`src/rtl/wb_ctrl_pkg.sv`:
```
// Shared encodings and bus widths for the writeback/control stage.
// Holds ctrl-op, exception-code, exe-mode encodings, creg map and packed register layouts.
package wb_ctrl_pkg;

    localparam int WORD_ADDR_W = 30;
    localparam int WORD_DATA_W = 32;
    localparam int REG_ADDR_W  = 5;
    localparam int ISA_EXP_W   = 3;
    localparam int CTRL_OP_W   = 2;
    localparam int BYTE_OFS_W  = 2;

    typedef enum logic [CTRL_OP_W-1:0] {
        CTRL_OP_NOP  = 2'd0,
        CTRL_OP_WRCR = 2'd1,
        CTRL_OP_EXRT = 2'd2
    } ctrl_op_e;

    typedef enum logic [ISA_EXP_W-1:0] {
        EXP_NO_EXP     = 3'd0,
        EXP_EXT_INT    = 3'd1,
        EXP_UNDEF_INSN = 3'd2,
        EXP_OVERFLOW   = 3'd3,
        EXP_MISS_ALIGN = 3'd4,
        EXP_TRAP       = 3'd5,
        EXP_PRV_VIO    = 3'd6
    } isa_exp_e;

    localparam logic EXE_MODE_USER   = 1'b0;
    localparam logic EXE_MODE_KERNEL = 1'b1;

    localparam logic [REG_ADDR_W-1:0] CREG_STATUS     = 5'd0;
    localparam logic [REG_ADDR_W-1:0] CREG_PRE_STATUS = 5'd1;
    localparam logic [REG_ADDR_W-1:0] CREG_EPC        = 5'd2;
    localparam logic [REG_ADDR_W-1:0] CREG_EXP_VECTOR = 5'd3;
    localparam logic [REG_ADDR_W-1:0] CREG_CAUSE      = 5'd4;
    localparam logic [REG_ADDR_W-1:0] CREG_INT_MASK   = 5'd5;
    localparam logic [REG_ADDR_W-1:0] CREG_IRQ        = 5'd6;

    typedef struct packed {
        logic int_en;
        logic exe_mode;
    } status_t;

    typedef struct packed {
        logic                 br_flag;
        logic [ISA_EXP_W-1:0] exp_code;
    } cause_t;

    // A trapped delay-slot instruction resumes at its branch so the branch re-executes.
    function automatic logic [WORD_ADDR_W-1:0] epc_of(input logic [WORD_ADDR_W-1:0] pc,
                                                      input logic br_flag);
        return br_flag ? pc - WORD_ADDR_W'(1) : pc;
    endfunction

endpackage

```
`src/rtl/wb_ctrl_irq_sync.sv`:
```
// Purpose: multi-flop synchronizer for the asynchronous interrupt request lines.
// Latency: SYNC_STG core cycles from irq edge to irq_sync.
// Backpressure: none; free-running every cycle.
module wb_ctrl_irq_sync #(
    parameter int IRQ_CH   = 8,
    parameter int SYNC_STG = 2
) (
    input  logic              clk,
    input  logic              reset_,
    input  logic [IRQ_CH-1:0] irq,
    output logic [IRQ_CH-1:0] irq_sync
);

    logic [IRQ_CH-1:0] stg [SYNC_STG];

    always_ff @(posedge clk or negedge reset_) begin
        if (!reset_) begin
            for (int i = 0; i < SYNC_STG; i++) stg[i] <= '0;
        end else begin
            stg[0] <= irq;
            for (int i = 1; i < SYNC_STG; i++) stg[i] <= stg[i-1];
        end
    end

    assign irq_sync = stg[SYNC_STG-1];

endmodule

```
`src/rtl/wb_ctrl.sv`:
```
// Purpose: writeback/control stage - GPR writeback, control registers, precise traps, pipeline redirect.
// Latency: writeback, flush and new_pc are combinational on MEM/WB fields; creg state updates at the next edge.
// Backpressure: if_busy|mem_busy freezes the stage - no writeback, no creg update, no flush.
module wb_ctrl
    import wb_ctrl_pkg::*;
#(
    parameter int IRQ_CH   = 8,
    parameter int SYNC_STG = 2
) (
    input  logic                   clk,
    input  logic                   reset_,
    input  logic [WORD_ADDR_W-1:0] mem_pc,
    input  logic                   mem_en,
    input  logic                   mem_br_flag,
    input  logic [CTRL_OP_W-1:0]   mem_ctrl_op,
    input  logic [REG_ADDR_W-1:0]  mem_dst_addr,
    input  logic                   mem_gpr_we_,
    input  logic [ISA_EXP_W-1:0]   mem_exp_code,
    input  logic [WORD_DATA_W-1:0] mem_out,
    input  logic                   if_busy,
    input  logic                   mem_busy,
    input  logic                   ld_hazard,
    input  logic [IRQ_CH-1:0]      irq,
    input  logic [REG_ADDR_W-1:0]  creg_rd_addr,
    output logic [WORD_DATA_W-1:0] creg_rd_data,
    output logic                   gpr_we_,
    output logic [REG_ADDR_W-1:0]  gpr_wr_addr,
    output logic [WORD_DATA_W-1:0] gpr_wr_data,
    output logic                   exe_mode,
    output logic                   int_en,
    output logic                   if_stall,
    output logic                   id_stall,
    output logic                   ex_stall,
    output logic                   mem_stall,
    output logic                   if_flush,
    output logic                   id_flush,
    output logic                   ex_flush,
    output logic                   mem_flush,
    output logic [WORD_ADDR_W-1:0] new_pc
);

    status_t                cur_st;
    status_t                pre_st;
    logic [WORD_ADDR_W-1:0] epc;
    logic [WORD_ADDR_W-1:0] exp_vector;
    cause_t                 cause;
    logic [IRQ_CH-1:0]      int_mask;
    logic [IRQ_CH-1:0]      irq_sync;

    logic                   stall;
    logic                   irq_det;
    logic [ISA_EXP_W-1:0]   eff_code;
    logic                   exp_take;
    logic                   exrt_take;
    logic                   wrcr_take;

    wb_ctrl_irq_sync #(
        .IRQ_CH   (IRQ_CH),
        .SYNC_STG (SYNC_STG)
    ) u_irq_sync (
        .clk      (clk),
        .reset_   (reset_),
        .irq      (irq),
        .irq_sync (irq_sync)
    );

    assign stall   = if_busy | mem_busy;
    assign irq_det = cur_st.int_en & (|(irq_sync & ~int_mask));

    // Bubbles never trap; a pending interrupt rides on the next valid instruction.
    always_comb begin
        eff_code = EXP_NO_EXP;
        if (mem_en) begin
            if (mem_exp_code != EXP_NO_EXP) eff_code = mem_exp_code;
            else if (irq_det)               eff_code = EXP_EXT_INT;
        end
    end

    assign exp_take  = mem_en & ~stall & (eff_code != EXP_NO_EXP);
    assign exrt_take = mem_en & ~stall & (eff_code == EXP_NO_EXP) & (mem_ctrl_op == CTRL_OP_EXRT);
    assign wrcr_take = mem_en & ~stall & (eff_code == EXP_NO_EXP) & (mem_ctrl_op == CTRL_OP_WRCR);

    always_ff @(posedge clk or negedge reset_) begin
        if (!reset_) begin
            cur_st     <= '{int_en: 1'b0, exe_mode: EXE_MODE_KERNEL};
            pre_st     <= '{int_en: 1'b0, exe_mode: EXE_MODE_KERNEL};
            epc        <= '0;
            exp_vector <= '0;
            cause      <= '0;
            int_mask   <= '1;
        end else if (exp_take) begin
            pre_st <= cur_st;
            cur_st <= '{int_en: 1'b0, exe_mode: EXE_MODE_KERNEL};
            epc    <= epc_of(mem_pc, mem_br_flag);
            cause  <= '{br_flag: mem_br_flag, exp_code: eff_code};
        end else if (exrt_take) begin
            cur_st <= pre_st;
        end else if (wrcr_take) begin
            case (mem_dst_addr)
                CREG_STATUS:     cur_st     <= status_t'(mem_out[1:0]);
                CREG_PRE_STATUS: pre_st     <= status_t'(mem_out[1:0]);
                CREG_EPC:        epc        <= mem_out[WORD_DATA_W-1:BYTE_OFS_W];
                CREG_EXP_VECTOR: exp_vector <= mem_out[WORD_DATA_W-1:BYTE_OFS_W];
                CREG_CAUSE:      cause      <= cause_t'(mem_out[ISA_EXP_W:0]);
                CREG_INT_MASK:   int_mask   <= mem_out[IRQ_CH-1:0];
                default:         ;
            endcase
        end
    end

    always_comb begin
        creg_rd_data = '0;
        case (creg_rd_addr)
            CREG_STATUS:     creg_rd_data = WORD_DATA_W'(cur_st);
            CREG_PRE_STATUS: creg_rd_data = WORD_DATA_W'(pre_st);
            CREG_EPC:        creg_rd_data = {epc, {BYTE_OFS_W{1'b0}}};
            CREG_EXP_VECTOR: creg_rd_data = {exp_vector, {BYTE_OFS_W{1'b0}}};
            CREG_CAUSE:      creg_rd_data = WORD_DATA_W'(cause);
            CREG_INT_MASK:   creg_rd_data = WORD_DATA_W'(int_mask);
            CREG_IRQ:        creg_rd_data = WORD_DATA_W'(irq_sync);
            default:         creg_rd_data = '0;
        endcase
    end

    always_comb begin
        gpr_we_     = ~(mem_en & ~mem_gpr_we_ & (eff_code == EXP_NO_EXP)) | stall;
        gpr_wr_addr = mem_dst_addr;
        gpr_wr_data = mem_out;
        exe_mode    = cur_st.exe_mode;
        int_en      = cur_st.int_en;
        if_stall    = stall | ld_hazard;
        id_stall    = stall;
        ex_stall    = stall;
        mem_stall   = stall;
        if_flush    = exp_take | exrt_take;
        id_flush    = exp_take | exrt_take;
        ex_flush    = exp_take | exrt_take;
        mem_flush   = exp_take | exrt_take;
        new_pc      = '0;
        if (exp_take)       new_pc = exp_vector;
        else if (exrt_take) new_pc = epc;
    end

endmodule

```
`config.mk`:
```
export PLATFORM = sky130hd
export DESIGN_NAME = wb_ctrl
export DESIGN_NICKNAME = d
export VERILOG_FILES = /design/src/rtl/wb_ctrl_pkg.sv /design/src/rtl/wb_ctrl_irq_sync.sv /design/src/rtl/wb_ctrl.sv
export SDC_FILE = /design/constraint.sdc
export NUM_CORES = 1
export LEC_CHECK = 0
export BUFFER_PORTS_ARGS = -buffer_cell sky130_fd_sc_hd__buf_2
export CAP_MARGIN = 20
export CORE_UTILIZATION = 50
export CTS_CLUSTER_SIZE = 20
export DETAILED_ROUTE_END_ITERATION = 10
export GPL_ROUTABILITY_DRIVEN = 0
export PLACE_DENSITY = 0.81
export RECOVER_POWER = 100
export SLEW_MARGIN = 5
export SYNTH_ARGS = -nofsm -noshare
export SYNTH_HDL_FRONTEND = slang
export SYNTH_HIERARCHICAL = 1
export SYNTH_SLANG_ARGS = --single-unit
```
`constraint.sdc`:
```
create_clock -name clk -period 3.43 [get_ports clk]
set_input_delay 0.1715 -clock clk [delete_from_list [all_inputs] [get_ports clk]]
set_output_delay 0.1715 -clock clk [all_outputs]
set_load 0.01 [all_outputs]
```
==> impl_metrics.csv <==
group,metric,value,unit
layout,mostFrequentLayoutCells,"clkbuf_1, buf_2, dfrtp_1",
worst_setup_path,r2r_end,"epc[27]",
clock_network,htreeDepth,3,
synth,synth_nets,643,
routing,drtPass1Iterations,5,
grt,grt_use_total,28.4,%
synth,synth_area_leaders,"dfrtp_1, a22o_1, mux2_2",
routing,viasPerCell,5.91,
pwr,cellLeakagePower,2.98,nW
routing,postRouteAntennaNets,0,
worst_setup_path,critPathKind,"reg -> out",
clock_network,cts_buffers,9,
worst_setup_path,required,3.26,ns
clock_network,cts-resized-gates,0,
worst_setup_path,crit_path_end_kind,"output port",
placement,port_buffers,202,
floorplanning,io_pins,203,
grt,grt_max_degree,64,
run_status,outcome,"finished, violations left",
worst_hold_path,hold_class,"in -> reg",
clock_network,cts.sinks,92,
worst_setup_path,crit_start,"int_mask[6]",
layout,final_common_cell,"clkbuf_1",
synth,synth_ff_type,"dfrtp_1",
worst_setup_path,reg2regPathDepth,7,
synth,yosysTopAreaCellShare,37.1,%
worst_setup_path,cp.arrival,2.81,ns
run,maxCapViolCount,2,
layout,syn2layout_area_growth,17.9,%
placement,dpl_worst_slack,0.614,ns
sta,slew_violations,95,
clock_network,cts_setup_buffers,0,
run_status,violations,"max-capacitance violations, max-slew violations",
worst_setup_path,worstReg2RegStart,"int_mask[6]",
sta,worstMarginPinSlew,1.75,ns
synth,netlist_area,0.00554,sq mm
worst_setup_path,max_stage_delay,0.55,ns
sta,rsz0062_at_grt,"no",
worst_setup_path,rrSetupSlack,0.54,ns
synth,ys_seq_elements,92,
clock_network,clk_latency,0.37,ns
routing,dr.first_iter.drc_count,510,
sta,max_freq,0.336,GHz
grt,first_global_vias,4827,
placement,dp_hpwl,11500,microns
synth,yosysUniqueCellTypes,61,
worst_setup_path,start_kind,"register",
synth,ys_warn_count,6,
sta,fin_skew,0.0127,ns
sta,hold_viol,0,
worst_setup_path,critical_path_peak_fanout,12,
clock_network,cts.path.max_buffers,2,
pwr,ir_drop,0.182,mV
synth,netlist_instances,549,
clock_network,cts_tree,"yes",
worst_setup_path,slowest_stage,"dfstp_1",
floorplanning,coreArea,0.0108,sq mm
layout,final_cells,857,
layout,layout-drive-gt1-share,27.1,%
sta,fin_ws,0.451,ns
floorplanning,die_x,107,microns
grt,grt_overflow,0,
routing,routed_wl,15900,microns
pwr,power_density,360,mW/mm^2
layout,nFillCells,960,
synth,synth-edff-count,0,
grt,antenna_found_initial,1,
sta,setup_viol_count_final,0,
clock_network,root_buffer,"clkbuf_8",
routing,post-route-drc-count,0,
synth,yosysTopAreaCell,"dfrtp_1",
synth,synth_seq_area_share,41.8,%
worst_setup_path,cp_common_cell,"clkbuf_1",
sta,slew_headroom,-16.6,%
floorplanning,initial_core_util,51.3,%
floorplanning,rows,38,
floorplanning,fp.dieH,107,microns
synth,syn_area_per_cell,10.1,sq um
placement,post-place-cells,831,
worst_setup_path,path_cells,"o22ai_1 -> o41ai_2 -> clkbuf_1 -> nand2_1 -> buf_4 -> or3_1 -> clkbuf_1",
synth,ys_async_sr_fraction,100,%
sta,fin_crit,2.98,ns
floorplanning,die_area,0.0115,sq mm
grt,grt_pass1_wl,24900,microns
routing,vias,5061,
routing,wl_per_cell,18.5,microns
clock_network,clkTransAtPathRegs,0.10,ns
clock_network,holdBufCountCts,9,
layout,nets,805,
sta,finalSetupTns,0,ns
worst_setup_path,endpoint,"gpr_we_",
sta,fin_crit_sh,86.9,%
==> routing by layer <==
layer	GRT usage, %	part of all wire, %
met1	38.4	42
met2	45.0	48
met3	4.50	6.5
met4	12.6	2.7
met5	0	0
==> per-stage QoR <==
| step | instance area (sq um) | hold WS (ns) | utilization, % | total power, mW |
|---|---|---|---|---|
| after floorplan | 5540 | -0.124 | - | 1.51 |
| after global placement | 6420 | 0.280 | 59.4 | 1.67 |
| after detailed placement | 6420 | 0.281 | 59.4 | 1.69 |
| after CTS | 6690 | 0.0512 | 62.0 | 2.38 |
| after global routing | 6530 | 0.0565 | 60.5 | 2.46 |
| final | 6530 | 0.0636 | 60.5 | 2.35 |
==> sequential cells by signal, indices dropped and copies added (netlist names) <==
register / cells
epc: 30
exp_vector: 30
int_mask: 8
u_irq_sync/irq_sync: 8
u_irq_sync/stg: 8
cause: 4
pre_st: 2
exe_mode: 1
int_en: 1
==> worst max-delay path: cells and delay by family (launching register included) <==
family,cells,cell delay (ns)
buffers and inverters,3,0.76
and+or+nand+nor,2,0.65
DFF,1,0.55
AOI/OAI and AO/OA,2,0.47
==> cells in the mapped netlist, types with 13 or more instances <==
library cell  count
a22o_1           54
buf_4            51
clkbuf_1         22
dfrtp_1          82
inv_1            17
mux2_2           41
mux2i_1          15
nand2_1          45
nor2_1           37
o21ai_0          27
xnor2_1          13
xor2_1           13
==> layout make-up <==
cell class | instances | area (sq um) | area share, %
inverter | 17 | 63.8 | 0.978
antenna | 1 | 2.50 | 0.0384
multi-input combinational | 362 | 2680 | 41.1
sequential | 92 | 2310 | 35.5
clock buffer | 12 | 155 | 2.38
tap | 140 | 175 | 2.68
timing repair buffer | 229 | 1100 | 16.9
clock inverter | 4 | 25.0 | 0.384
==> worst min path at each step <==
stage	from	endpoint	depth (start not counted)
2_1_floorplan	reset_	cause[0]	0
3_3_place_gp	irq[3]	u_irq_sync/stg[11]	1
3_5_place_dp	irq[3]	u_irq_sync/stg[11]	1
4_1_cts	mem_out[8]	exp_vector[6]	2
5_1_grt	mem_out[19]	exp_vector[17]	2
6_report	mem_out[8]	exp_vector[6]	2
==> power breakdown <==
group	internal [mW]	switching [mW]	total, mW
sequential	1.18	0.0838	1.27
combinational	0.169	0.230	0.399
clock	0.301	0.381	0.682
total	1.65	0.695	2.35
==> kinds of logic (layout without fill, tap and decap cells) <==
family | Yosys count | after routing | share of synthesized area [%]
mux | 56 | 56 | 11.1
flops | 92 | 92 | 41.8
buf+inv | 95 | 262 | 10.1
simple gates | 145 | 145 | 14.0
other cells | 0 | 1 | 0
fa+ha+maj | 1 | 1 | 0.226
compound gates | 134 | 134 | 18.7
xor+xnor | 26 | 26 | 4.11
Power figures use the tool's default switching activity.
